## src/rtl/fb_rect_filler.sv

```systemverilog
// Rectangle-fill write engine for the 256x256 framebuffer: walks a clipped
// rectangle row-major and issues one granted write per cycle at {y, x}.
module fb_rect_filler #(
    parameter int H_BITS  = 8,
    parameter int V_BITS  = 8,
    parameter int PIXEL_W = 8
) (
    input  logic                       clk,
    input  logic                       rst_n,
    input  logic                       cmd_valid,
    output logic                       cmd_ready,
    input  logic [H_BITS-1:0]          cmd_x,
    input  logic [V_BITS-1:0]          cmd_y,
    input  logic [H_BITS-1:0]          cmd_w,
    input  logic [V_BITS-1:0]          cmd_h,
    input  logic [PIXEL_W-1:0]         cmd_color,
    output logic [H_BITS+V_BITS-1:0]   fb_addr,
    output logic [PIXEL_W-1:0]         fb_wdata,
    output logic                       fb_we,
    input  logic                       fb_gnt,
    output logic                       busy,
    output logic                       done
);

    // state  | meaning
    // S_IDLE | ready for a command
    // S_FILL | issuing writes, advancing only on grant
    // S_DONE | one-cycle done pulse before returning to idle
    typedef enum logic [1:0] {S_IDLE, S_FILL, S_DONE} state_t;

    state_t               state_q;
    logic [H_BITS-1:0]    x_q, x0_q, x_end_q;
    logic [V_BITS-1:0]    y_q, y_end_q;
    logic [PIXEL_W-1:0]   color_q;
    logic                 ready_q, we_q, busy_q, done_q;

    // One extra bit on the sums so a rectangle running off the edge clips
    // to the last column/row instead of wrapping to the opposite side.
    logic [H_BITS:0]      x_sum;
    logic [V_BITS:0]      y_sum;
    logic [H_BITS-1:0]    x_end_d;
    logic [V_BITS-1:0]    y_end_d;

    assign x_sum   = {1'b0, cmd_x} + {1'b0, cmd_w};
    assign y_sum   = {1'b0, cmd_y} + {1'b0, cmd_h};
    assign x_end_d = x_sum[H_BITS] ? {H_BITS{1'b1}} : x_sum[H_BITS-1:0];
    assign y_end_d = y_sum[V_BITS] ? {V_BITS{1'b1}} : y_sum[V_BITS-1:0];

    always_ff @(posedge clk or negedge rst_n) begin
        if (!rst_n) begin
            state_q <= S_IDLE;
            x_q     <= '0;
            y_q     <= '0;
            x0_q    <= '0;
            x_end_q <= '0;
            y_end_q <= '0;
            color_q <= '0;
            ready_q <= 1'b1;
            we_q    <= 1'b0;
            busy_q  <= 1'b0;
            done_q  <= 1'b0;
        end else begin
            case (state_q)
                S_IDLE: begin
                    done_q <= 1'b0;
                    if (cmd_valid) begin
                        x_q     <= cmd_x;
                        y_q     <= cmd_y;
                        x0_q    <= cmd_x;
                        x_end_q <= x_end_d;
                        y_end_q <= y_end_d;
                        color_q <= cmd_color;
                        ready_q <= 1'b0;
                        we_q    <= 1'b1;
                        busy_q  <= 1'b1;
                        state_q <= S_FILL;
                    end
                end
                S_FILL: begin
                    if (fb_gnt) begin
                        if (x_q == x_end_q && y_q == y_end_q) begin
                            we_q    <= 1'b0;
                            busy_q  <= 1'b0;
                            done_q  <= 1'b1;
                            state_q <= S_DONE;
                        end else if (x_q < x_end_q) begin
                            x_q <= x_q + 1'b1;
                        end else begin
                            x_q <= x0_q;
                            y_q <= y_q + 1'b1;
                        end
                    end
                end
                S_DONE: begin
                    done_q  <= 1'b0;
                    ready_q <= 1'b1;
                    state_q <= S_IDLE;
                end
                default: begin
                    ready_q <= 1'b1;
                    we_q    <= 1'b0;
                    busy_q  <= 1'b0;
                    done_q  <= 1'b0;
                    state_q <= S_IDLE;
                end
            endcase
        end
    end

    assign cmd_ready = ready_q;
    assign fb_we     = we_q;
    assign busy      = busy_q;
    assign done      = done_q;
    assign fb_addr   = {y_q, x_q};
    assign fb_wdata  = color_q;

endmodule

```

## config.mk

```make
export PLATFORM = sky130hd
export DESIGN_NAME = fb_rect_filler
export DESIGN_NICKNAME = d
export VERILOG_FILES = /design/src/rtl/fb_rect_filler.sv
export SDC_FILE = /design/constraint.sdc
export NUM_CORES = 1
export LEC_CHECK = 0
export CORE_ASPECT_RATIO = 1.75
export CORE_MARGIN = 3
export CORE_UTILIZATION = 45
export CTS_CLUSTER_DIAMETER = 100
export CTS_CLUSTER_SIZE = 20
export DETAILED_ROUTE_END_ITERATION = 16
export PLACE_DENSITY_LB_ADDON = 0.3
export SYNTH_ARGS = -nofsm -noshare
export SYNTH_HDL_FRONTEND = slang
export SYNTH_SLANG_ARGS = --single-unit
```

## constraint.sdc

```tcl
create_clock -name clk -period 2.1 [get_ports clk]
set_clock_uncertainty 0.2 [all_clocks]
set_input_delay 0.21 -clock clk [delete_from_list [all_inputs] [get_ports clk]]
set_output_delay 0.21 -clock clk [all_outputs]
set_load 0.03 [all_outputs]
```

==> flow_summary.toml <==
[sta]
setup_viol = 16
final_max_slew_viol_count = 0
relSlewSlack = 0.597
worst_pin_slew_ps = 600
post-route-period-util = 1.08
hold_viol = 0
setup_ws_ps = -171
rsz0062_at_grt = "true"
fmax_ghz = 0.440
post-route-min-period_ps = 2270

[clocking]
cts_sinks = 53
cts_buffers = 5
htreeDepth = 2
clk_pin_slew_worst_paths_ps = 70
cts_root_buffer = "clkbuf_16"
clk_path_buf_depth = 2
cts_tree = "done"
clock_latency_ps = 290

[floorplanning]
die_width_um = 71.1
fp.dieH_um = 120
fp.dieArea_mm2 = 0.00852
initial_core_util = 0.476
ios = 72
rows = 40
coreArea_mm2 = 0.00701

[setup_path]
cp_slowest_stage_delay_ps = 430
crit_cells = 6
path_buf_inv = 0
crit_arrival_ps = 2250
crit_family = "compound AO/OA/AOI/OAI gates"
r2r-end = "y_q[4]$_DFFE_PN0P_"
crit_path_end_kind = "register"
crit_path_end = "y_q[4]$_DFFE_PN0P_"
r2r_start = "x_q[5]$_DFFE_PN0P_"
worstPathCellList = "ha_4, nand4_1, o21bai_4, a211o_4, a221oi_2, o21ai_1"
crit_required_ps = 2080
worstSetupPathType = "reg -> reg"
r2r_slack_ps = -170
r2r_cells = 6
cp_slowest_cell = "dfrtp_2"
crit_path_start_kind = "register"
crit_start = "x_q[5]$_DFFE_PN0P_"
worstPathMaxFanout = 6

[grt]
top_usage_layer = "met2"
use_met2 = 0.501
track_usage = 0.257
met1_usage = 0.249
grt_pass1_wl_mm = 17.3
use_met3 = 0.0344
antenna_found_initial = 0
grt_remaining_overflow = 0
grt_max_degree = 30
grt_pass1_vias = 3724

[hold_path]
holdPathStages = 3
min-delay-path-class = "in -> reg"

[logic_synthesis]
synthSimpleGateAreaFrac = 0.180
synth_nets = 439
ys_warn_count = 0
yosysSeqAreaShare = 0.398
synth-xor-area-share = 0.0526
ys.flop_type = "dfrtp_1"
syn_area_mm2 = 0.00333
async_reset_ff_frac = 1.00
synth_edf_count = 0
synth_seq_cells = 53
synthCells = 367
synth_cell_types = 51
synth_compound_area_frac = 0.209
muxShareOfSynthArea = 0.0184
synth_top_family_by_area = "compound AO/OA/AOI/OAI gates"
syn_avg_cell_area_um2 = 9.08
synthAdderAreaFrac = 0.110

[finish]
layout.cells.most_common_list = "77 x buf_4, 62 x clkdlybuf4s50_1, 56 x nand2_1"
nets = 585
finalNonFillerCells = 598
layout_commonest_cell = "buf_4"
drive_gt1_frac = 0.292
seq_area_mm2 = 0.00134
fillers = 503
syn_to_final_growth_pct = 56.0
diodes = 0
multi_input_area_mm2 = 0.00218
stdcell_area_mm2 = 0.00520

[placed_design]
place.port_buffers = 71
placed_cells = 584
place_congestion = 0.887
dpl_cell_area_mm2 = 0.00473
dp_hpwl_mm = 8.23

[power_and_ir_drop]
power_frac_comb = 0.551
sw_frac_of_total = 0.400
peakVddDrop_mv = 0.589
p_int_uw = 3530
power.total_uw = 5890
p_clk_frac = 0.162
p_leak_uw = 0.00234
switchingPower_uw = 2360
power_density_mw_per_mm2 = 1130
seqPwrFrac = 0.286

[routing]
routed_wl_mm = 10.7
vias = 3480
drt_first_pass_iters = 4
drc_errors = 0
antenna_left = 0
wl_per_cell_um = 17.9
drt-initial-drc-count = 118
avgViaCountPerCell = 5.82

[run]
cap_violations = 0

[run_status]
violations = "setup timing"
status = "finished with violations"
-- worst min-delay path by stage --
| stage | startpoint | end |
|---|---|---|
| 4_1_cts | rst_n | x0_q[4]$_DFFE_PN0P_ |
| 3_3_place_gp | rst_n | x_end_q[5]$_DFFE_PN0P_ |
| 2_1_floorplan | rst_n | busy$_DFFE_PN0P_ |
| 6_report | cmd_w[0] | x_end_q[0]$_DFFE_PN0P_ |
| 5_1_grt | cmd_w[0] | x_end_q[0]$_DFFE_PN0P_ |
| 3_5_place_dp | rst_n | x_end_q[5]$_DFFE_PN0P_ |
-- cells in the mapped netlist, types with 2 or more instances --
cell type / number / share of area
nor2b_1: 2 / 0.0038
o22a_1: 8 / 0.021
a31oi_1: 5 / 0.0094
nor3_1: 10 / 0.015
a21oi_1: 24 / 0.036
nand4_1: 5 / 0.0094
o21a_1: 4 / 0.0090
dfrtp_1: 52 / 0.39
a21o_1: 4 / 0.0090
o311ai_1: 2 / 0.0053
mux2i_1: 5 / 0.015
o21ai_0: 18 / 0.027
buf_2: 3 / 0.0045
a22oi_1: 5 / 0.011
o21bai_1: 3 / 0.0068
o31a_1: 2 / 0.0053
and3_1: 5 / 0.0094
xor2_1: 10 / 0.026
nand2b_1: 4 / 0.0075
nand3_1: 14 / 0.021
xnor2_1: 10 / 0.026
o21ai_1: 3 / 0.0045
o211ai_1: 3 / 0.0068
inv_1: 12 / 0.014
nor3b_1: 2 / 0.0045
nor2_1: 24 / 0.027
nand2_1: 59 / 0.066
clkbuf_1: 9 / 0.010
a211oi_1: 12 / 0.027
ha_1: 26 / 0.098
fa_1: 2 / 0.012
-- layout make-up --
class                      instances  share of cell area
multi-input combinational        288               0.420
timing repair buffer             153               0.261
sequential                        53               0.257
clock buffer                       7              0.0274
tap                               84              0.0202
inverter                          12             0.00866
clock inverter                     1             0.00577
-- per-layer routing --
metal | vias up | wire length [um] | share of wire
met5 | - | 0 | 0
met4 | 0 | 665 | 0.062
met3 | 49 | 388 | 0.036
met2 | 127 | 6060 | 0.56
met1 | 1689 | 3610 | 0.34
li1 | 1615 | - | -
-- power by group through the flow --
stage                     combinational (uW)  clock, uW  sequential, uW
final                                   3250        958            1690
after floorplan                         1240          0            2090
after CTS                               3110        980            1680
after global routing                    3480       1020            1730
after detailed placement                2930          0            1680
after global placement                  2810          0            1660
-- metrics by stage --
step,TNS (ps),util,setup slack [ps],hold WS [ps]
floorplan,-344,-,-60.1,-286
global placement,-8990,0.675,-548,-78.2
finish,-1880,0.742,-171,102
detailed placement,-10810,0.675,-556,-77.6
CTS,-1120,0.724,-102,137
global route,-2940,0.742,-249,125
-- registers in the layout, summed over array words and instances (netlist names) --
register	flops
fb_wdata	8
x0_q	8
x_end_q	8
x_q	8
y_end_q	8
y_q	8
state_q	2
busy	1
cmd_ready	1
done	1
-- worst reg2reg max path, stage by stage, from the launching register on --
cell and delay [ps]:
dfrtp_2 430, ha_4 280, nand4_1 230, o21bai_4 310, a211o_4 400, a221oi_2 240, o21ai_1 80
-- what timing repair did --
item / in CTS / in global routing
setup endpoints to repair: 35 / 35
hold buffers: 1 / 0
pin swaps: 14 / 15
gates resized for setup: 31 / 26
buffers inserted: 3 / 3
hold endpoints to repair: 52 / 0
-- logic make-up (layout without fill, tap and decap cells) --
logic type / count (synthesis) / after routing
buf+inv: 26 / 173
xor+xnor: 20 / 20
compound gates: 102 / 102
fa+ha+maj: 28 / 28
flops: 53 / 53
simple gates: 132 / 132
mux: 6 / 6
Note: power is estimated with default switching activity, not from simulation.
==> edit 1, RTL diff (same settings) <==
The parameter `H_BITS` goes from 8 to 12.
--- a/src/rtl/fb_rect_filler.sv
+++ b/src/rtl/fb_rect_filler.sv
@@ -1,7 +1,7 @@
 // Rectangle-fill write engine for the 256x256 framebuffer: walks a clipped
 // rectangle row-major and issues one granted write per cycle at {y, x}.
 module fb_rect_filler #(
-    parameter int H_BITS  = 8,
+    parameter int H_BITS  = 12,
     parameter int V_BITS  = 8,
     parameter int PIXEL_W = 8
 ) (
Ports: changed (resized cmd_w, cmd_x and fb_addr); port bits go from 72 to 84. No check against the original RTL was run, so the function may have changed too.
==> edit 1 against the unedited design <==
  * Synthesized cell count up 21%
  * Maximum frequency down 5.3%
  * First-iteration DRC count up 92%
  * Setup slack worse by 0.13 ns
  * Die area up 24%
  * Total power up 37%
  * Sequential cell count up 12
  * Critical path depth up 2
  * Largest power group unchanged
  * Cell area up 28%
  * Area after synthesis up 26%
  * Non-clock buffer count up 38
  * Critical endpoint is now y_q[1]$_DFFE_PN0P_
  * The flow still finishes with violations (setup timing)
  * Combinational power up 43%
  * Routed wire length up 31%
==> edit 1: results <==
[run_status]
run_status = "finished with violations"
violations = "setup timing"

[sta]
finalSetupTns_ns = -4.60
worst_slack_ns = -0.299
worst_pin_slew_ns = 0.432
setup_viol = 24
slew_violations = 0

[cts]
max-clock-path-buffers = 2
path_clk_slew_ns = 0.05
cts_buffers = 9
cts.htree.levels = 3
insertion_delay_ns = 0.34

[final_layout]
reg_top3 = "x0_q x12, x_end_q x12, x_q x12"
drive_above_1_share = 0.315
n_antenna_cell = 0
final_nets = 718

[place]
place_hpwl_um = 9900
place.gp.congestion = 0.852
port_buffers = 83

[setup_path]
startpoint = "x_q[11]$_DFFE_PN0P_"
arrival_ns = 2.42
critPathMaxFanout = 5

[synthesis]
synth_warnings = 0
synth_common_cells = "nand2_1, dfrtp_1, ha_1, inv_1, nor2_1"
synthArstFlopShare = 1.00
synth_area_leaders = "dfrtp_1, ha_1, nand2_1"
syn_nets = 532
yosys_most_used_dff = "dfrtp_1"
yosysUniqueCellTypes = 61
ys_seq_area_frac = 0.387

[power_and_ir_drop]
vdd_drop_max_v = 0.000699
p_leak_nw = 3.10

[global_routing]
grt_pass1_vias = 4673
grt_antenna_before_repair = 0
grt_max_degree = 66
grt_usage = 0.268
grt_pass1_wl_um = 22100

[detailed_routing]
wl_per_cell_um = 18.6
first_pass_iters = 5
vias = 4339
first_iter_violations = 226

[worst_hold_path]
hold_class = "input pin to register"
worstHoldStart = "cmd_w[0]"
==> edit 1: changes by cell type in the layout (fill, tap and decap cells not counted), sizes merged, moves of 9 or more <==
cell     change
a2bb2oi     +15
buf         +26
dfrtp       +12
inv         +11
nand2       +23
o211ai       +9
==> edit 1: power by group <==
| part | switching (mW) | total, mW | internal (mW) |
|---|---|---|---|
| sequential | 0.325 | 2.05 | 1.73 |
| clock | 0.534 | 1.35 | 0.814 |
| combinational | 2.41 | 4.66 | 2.25 |
==> edit 1: layout make-up <==
| class | count | area, um2 |
|---|---|---|
| repair buffers | 191 | 1780 |
| flip-flops and latches | 65 | 1640 |
| clock inverters | 4 | 20.0 |
| multi-input cells | 340 | 2730 |
| inverters | 23 | 86.3 |
| clock buffers | 11 | 243 |
| well taps | 120 | 150 |
| fillers | 665 | 2440 |
==> edit 1: layer usage <==
metal / track usage / up-vias / share of wire
li1: - / 1979 / -
met2: 0.517 / 144 / 0.58
met5: 0 / - / 0
met4: 0.143 / 0 / 0.045
met1: 0.264 / 2160 / 0.34
met3: 0.0397 / 56 / 0.034
==> edit 1: cells by family after synthesis <==
family,after synthesis,share of synthesized area
AND/OR/NAND/NOR,151,0.168
multiplexers,12,0.0291
buffers and inverters,39,0.0437
XOR/XNOR,31,0.0645
adder cells (fa/ha/maj),36,0.111
flip-flops,65,0.387
AO/OA/AOI/OAI,110,0.198
==> edit 1: worst paths after layout <==
check / slack (ns) / endpoint / depth (start not counted)
worst max-delay path: -0.30 / y_q[1]$_DFFE_PN0P_ / 8
worst min-delay path: 0.04 / x_end_q[0]$_DFFE_PN0P_ / 3
worst max register to register: -0.30 / y_q[1]$_DFFE_PN0P_ / 8
worst min register to register: 0.28 / fb_wdata[1]$_DFFE_PN0P_ / 2
max in group asynchronous: 1.14 / cmd_ready$_DFFE_PN1P_ / 3
min in group asynchronous: 0.21 / x_end_q[1]$_DFFE_PN0P_ / 3
==> edit 1: what timing repair did <==
action                     in CTS  in global routing
hold endpoints to repair       65                  0
gates cloned                    1                  2
hold buffers                    2                  0
resized for setup              60                 17
setup buffers                   8                  5
pin swaps                      25                 16
setup endpoints to repair      41                 43
==> edit 1: metrics by stage <==
stage	area [um2]	hold WS (ns)	worst slack, ns	cells
after floorplan	4370	-0.286	-0.223	444
after CTS	6490	0.0241	-0.273	747
after global routing	6650	0.0395	-0.335	754
after detailed placement	5950	0.0540	-0.815	721
final	6650	0.0362	-0.299	754
after global placement	5950	0.0556	-0.745	721
==> edit 1: worst max-delay path: stages, from the launching register on <==
cell	delay (ns)
dfrtp_2	0.43
ha_4	0.27
nand4_1	0.20
nor3_4	0.26
nand4_2	0.17
a31oi_4	0.25
buf_6	0.16
a21oi_4	0.04
mux2_4	0.30
==> edit 2, RTL diff (config.mk and constraints unchanged) <==
Made on the original files. Make the reset (`rst_n`) synchronous in one clocked block.
--- a/src/rtl/fb_rect_filler.sv
+++ b/src/rtl/fb_rect_filler.sv
@@ -46,7 +46,7 @@
     assign x_end_d = x_sum[H_BITS] ? {H_BITS{1'b1}} : x_sum[H_BITS-1:0];
     assign y_end_d = y_sum[V_BITS] ? {V_BITS{1'b1}} : y_sum[V_BITS-1:0];
 
-    always_ff @(posedge clk or negedge rst_n) begin
+    always_ff @(posedge clk) begin
         if (!rst_n) begin
             state_q <= S_IDLE;
             x_q     <= '0;
Function: differs if rst_n is asserted again (counterexample within 4 cycles, from zero or initial values and one cycle with rst_n low); with rst_n held inactive, the same outputs for 4 cycles.
==> edit 2 against the unedited design <==
  * The run still ends with setup timing left
  * Area after synthesis is 1.7% lower
  * Routed wire length is 2.6% higher
  * Sequential share of layout area fell by 4.4 points
  * First-iteration DRC count rose by 77%
  * Synthesized cell count grew 9.8%
  * Cell area shrank 2.1%
  * Critical path depth is 2 higher
  * Global-route usage rose by 0.076 points
  * Setup slack got worse by 0.0016 ns
  * Die area decreased by 1.6%
  * Sequential cell count did not move
Power is not compared: it rests on default switching activity, and its combinational part moved more than twofold at a synthesized area within 25%.
==> edit 2: results <==
[run_status]
run_status = "finished with violations"
violations = "setup timing"

[sta]
worst_hold_slack_ns = 0.124
worst_slack_ns = -0.172
setup_viol = 16
worst_pin_slew_ns = 0.384

[global_routing]
grt_pass1_wl_um = 17500
grt_pass1_vias = 3728
met3_usage = 0.0279
met2_usage = 0.514
grt_usage = 0.258
grt_max_degree = 61
grt_use_met1 = 0.254

[final_layout]
inv_count = 15
num-multi-input-gates = 314
final_nets = 615
final.clkbuf_count = 6
drive_above_1_share = 0.289
seq_area_frac = 0.214
num-nonclk-buffers = 154
multi_input_area_share = 0.458
final.fill_count = 502
bufAreaShareNonClock = 0.267

[synthesis]
synth_mux_area_frac = 0.00305
synth-xor-area-share = 0.0615
synth_compound_area_frac = 0.260
synth_adder_area_share = 0.111
ys_seq_area_frac = 0.324
synth_area_leaders = "dfxtp_1, ha_1, nand2_1"
synthArstFlopShare = 0
synth_common_cells = "nand2_1, dfxtp_1, a21oi_1, ha_1, o21ai_0"
syn_nets = 475
yosys_most_used_dff = "dfxtp_1"

[cts]
postCtsSetupBuffers = 6
path_clk_slew_ns = 0.07
cts_root_buffer = "clkbuf_16"

[setup_path]
startpoint = "x_end_q[1]$_SDFFE_PN0P_"
r2r_end = "y_q[0]$_SDFFE_PN0P_"
critPathMaxFanout = 8

[power_and_ir_drop]
switching_share = 0.341

[detailed_routing]
first_iter_violations = 209
vias = 3691
first_pass_iters = 7
wl_met3_um = 491
wirelength_um = 11000
wl_met2_um = 6210

[place]
place_ws_ns = -0.592
place.gp.congestion = 0.873
place_hpwl_um = 7770

[worst_hold_path]
holdPathEnd = "x_end_q[0]$_SDFFE_PN0P_"
## edit 2: cell count changes after synthesis, moves of 9 or more
cell	before	now
nand2_1	59	68
dfrtp_1	52	0
a21boi_0	0	18
a211oi_1	12	2
a21oi_1	24	36
dfxtp_1	0	53
## edit 2: through the flow
step	cell area, um2	power [mW]	utilization	std cells	setup TNS (ns)
2_1_floorplan	3360	1.84	-	403	-0.533
3_3_place_gp	4630	2.33	0.666	609	-8.63
3_5_place_dp	4630	2.36	0.666	609	-9.61
4_1_cts	4920	3.28	0.707	624	-0.609
5_1_grt	5090	3.56	0.732	628	-3.29
6_report	5090	3.40	0.732	628	-1.47
## edit 2: power groups by stage
stage          sequential (mW)  combinational [mW]  clock, mW
5_1_grt                   1.18                1.48      0.897
3_5_place_dp              1.18                1.18          0
3_3_place_gp              1.18                1.15          0
2_1_floorplan             1.27               0.571          0
6_report                  1.17                1.39      0.847
4_1_cts                   1.16                1.27      0.851
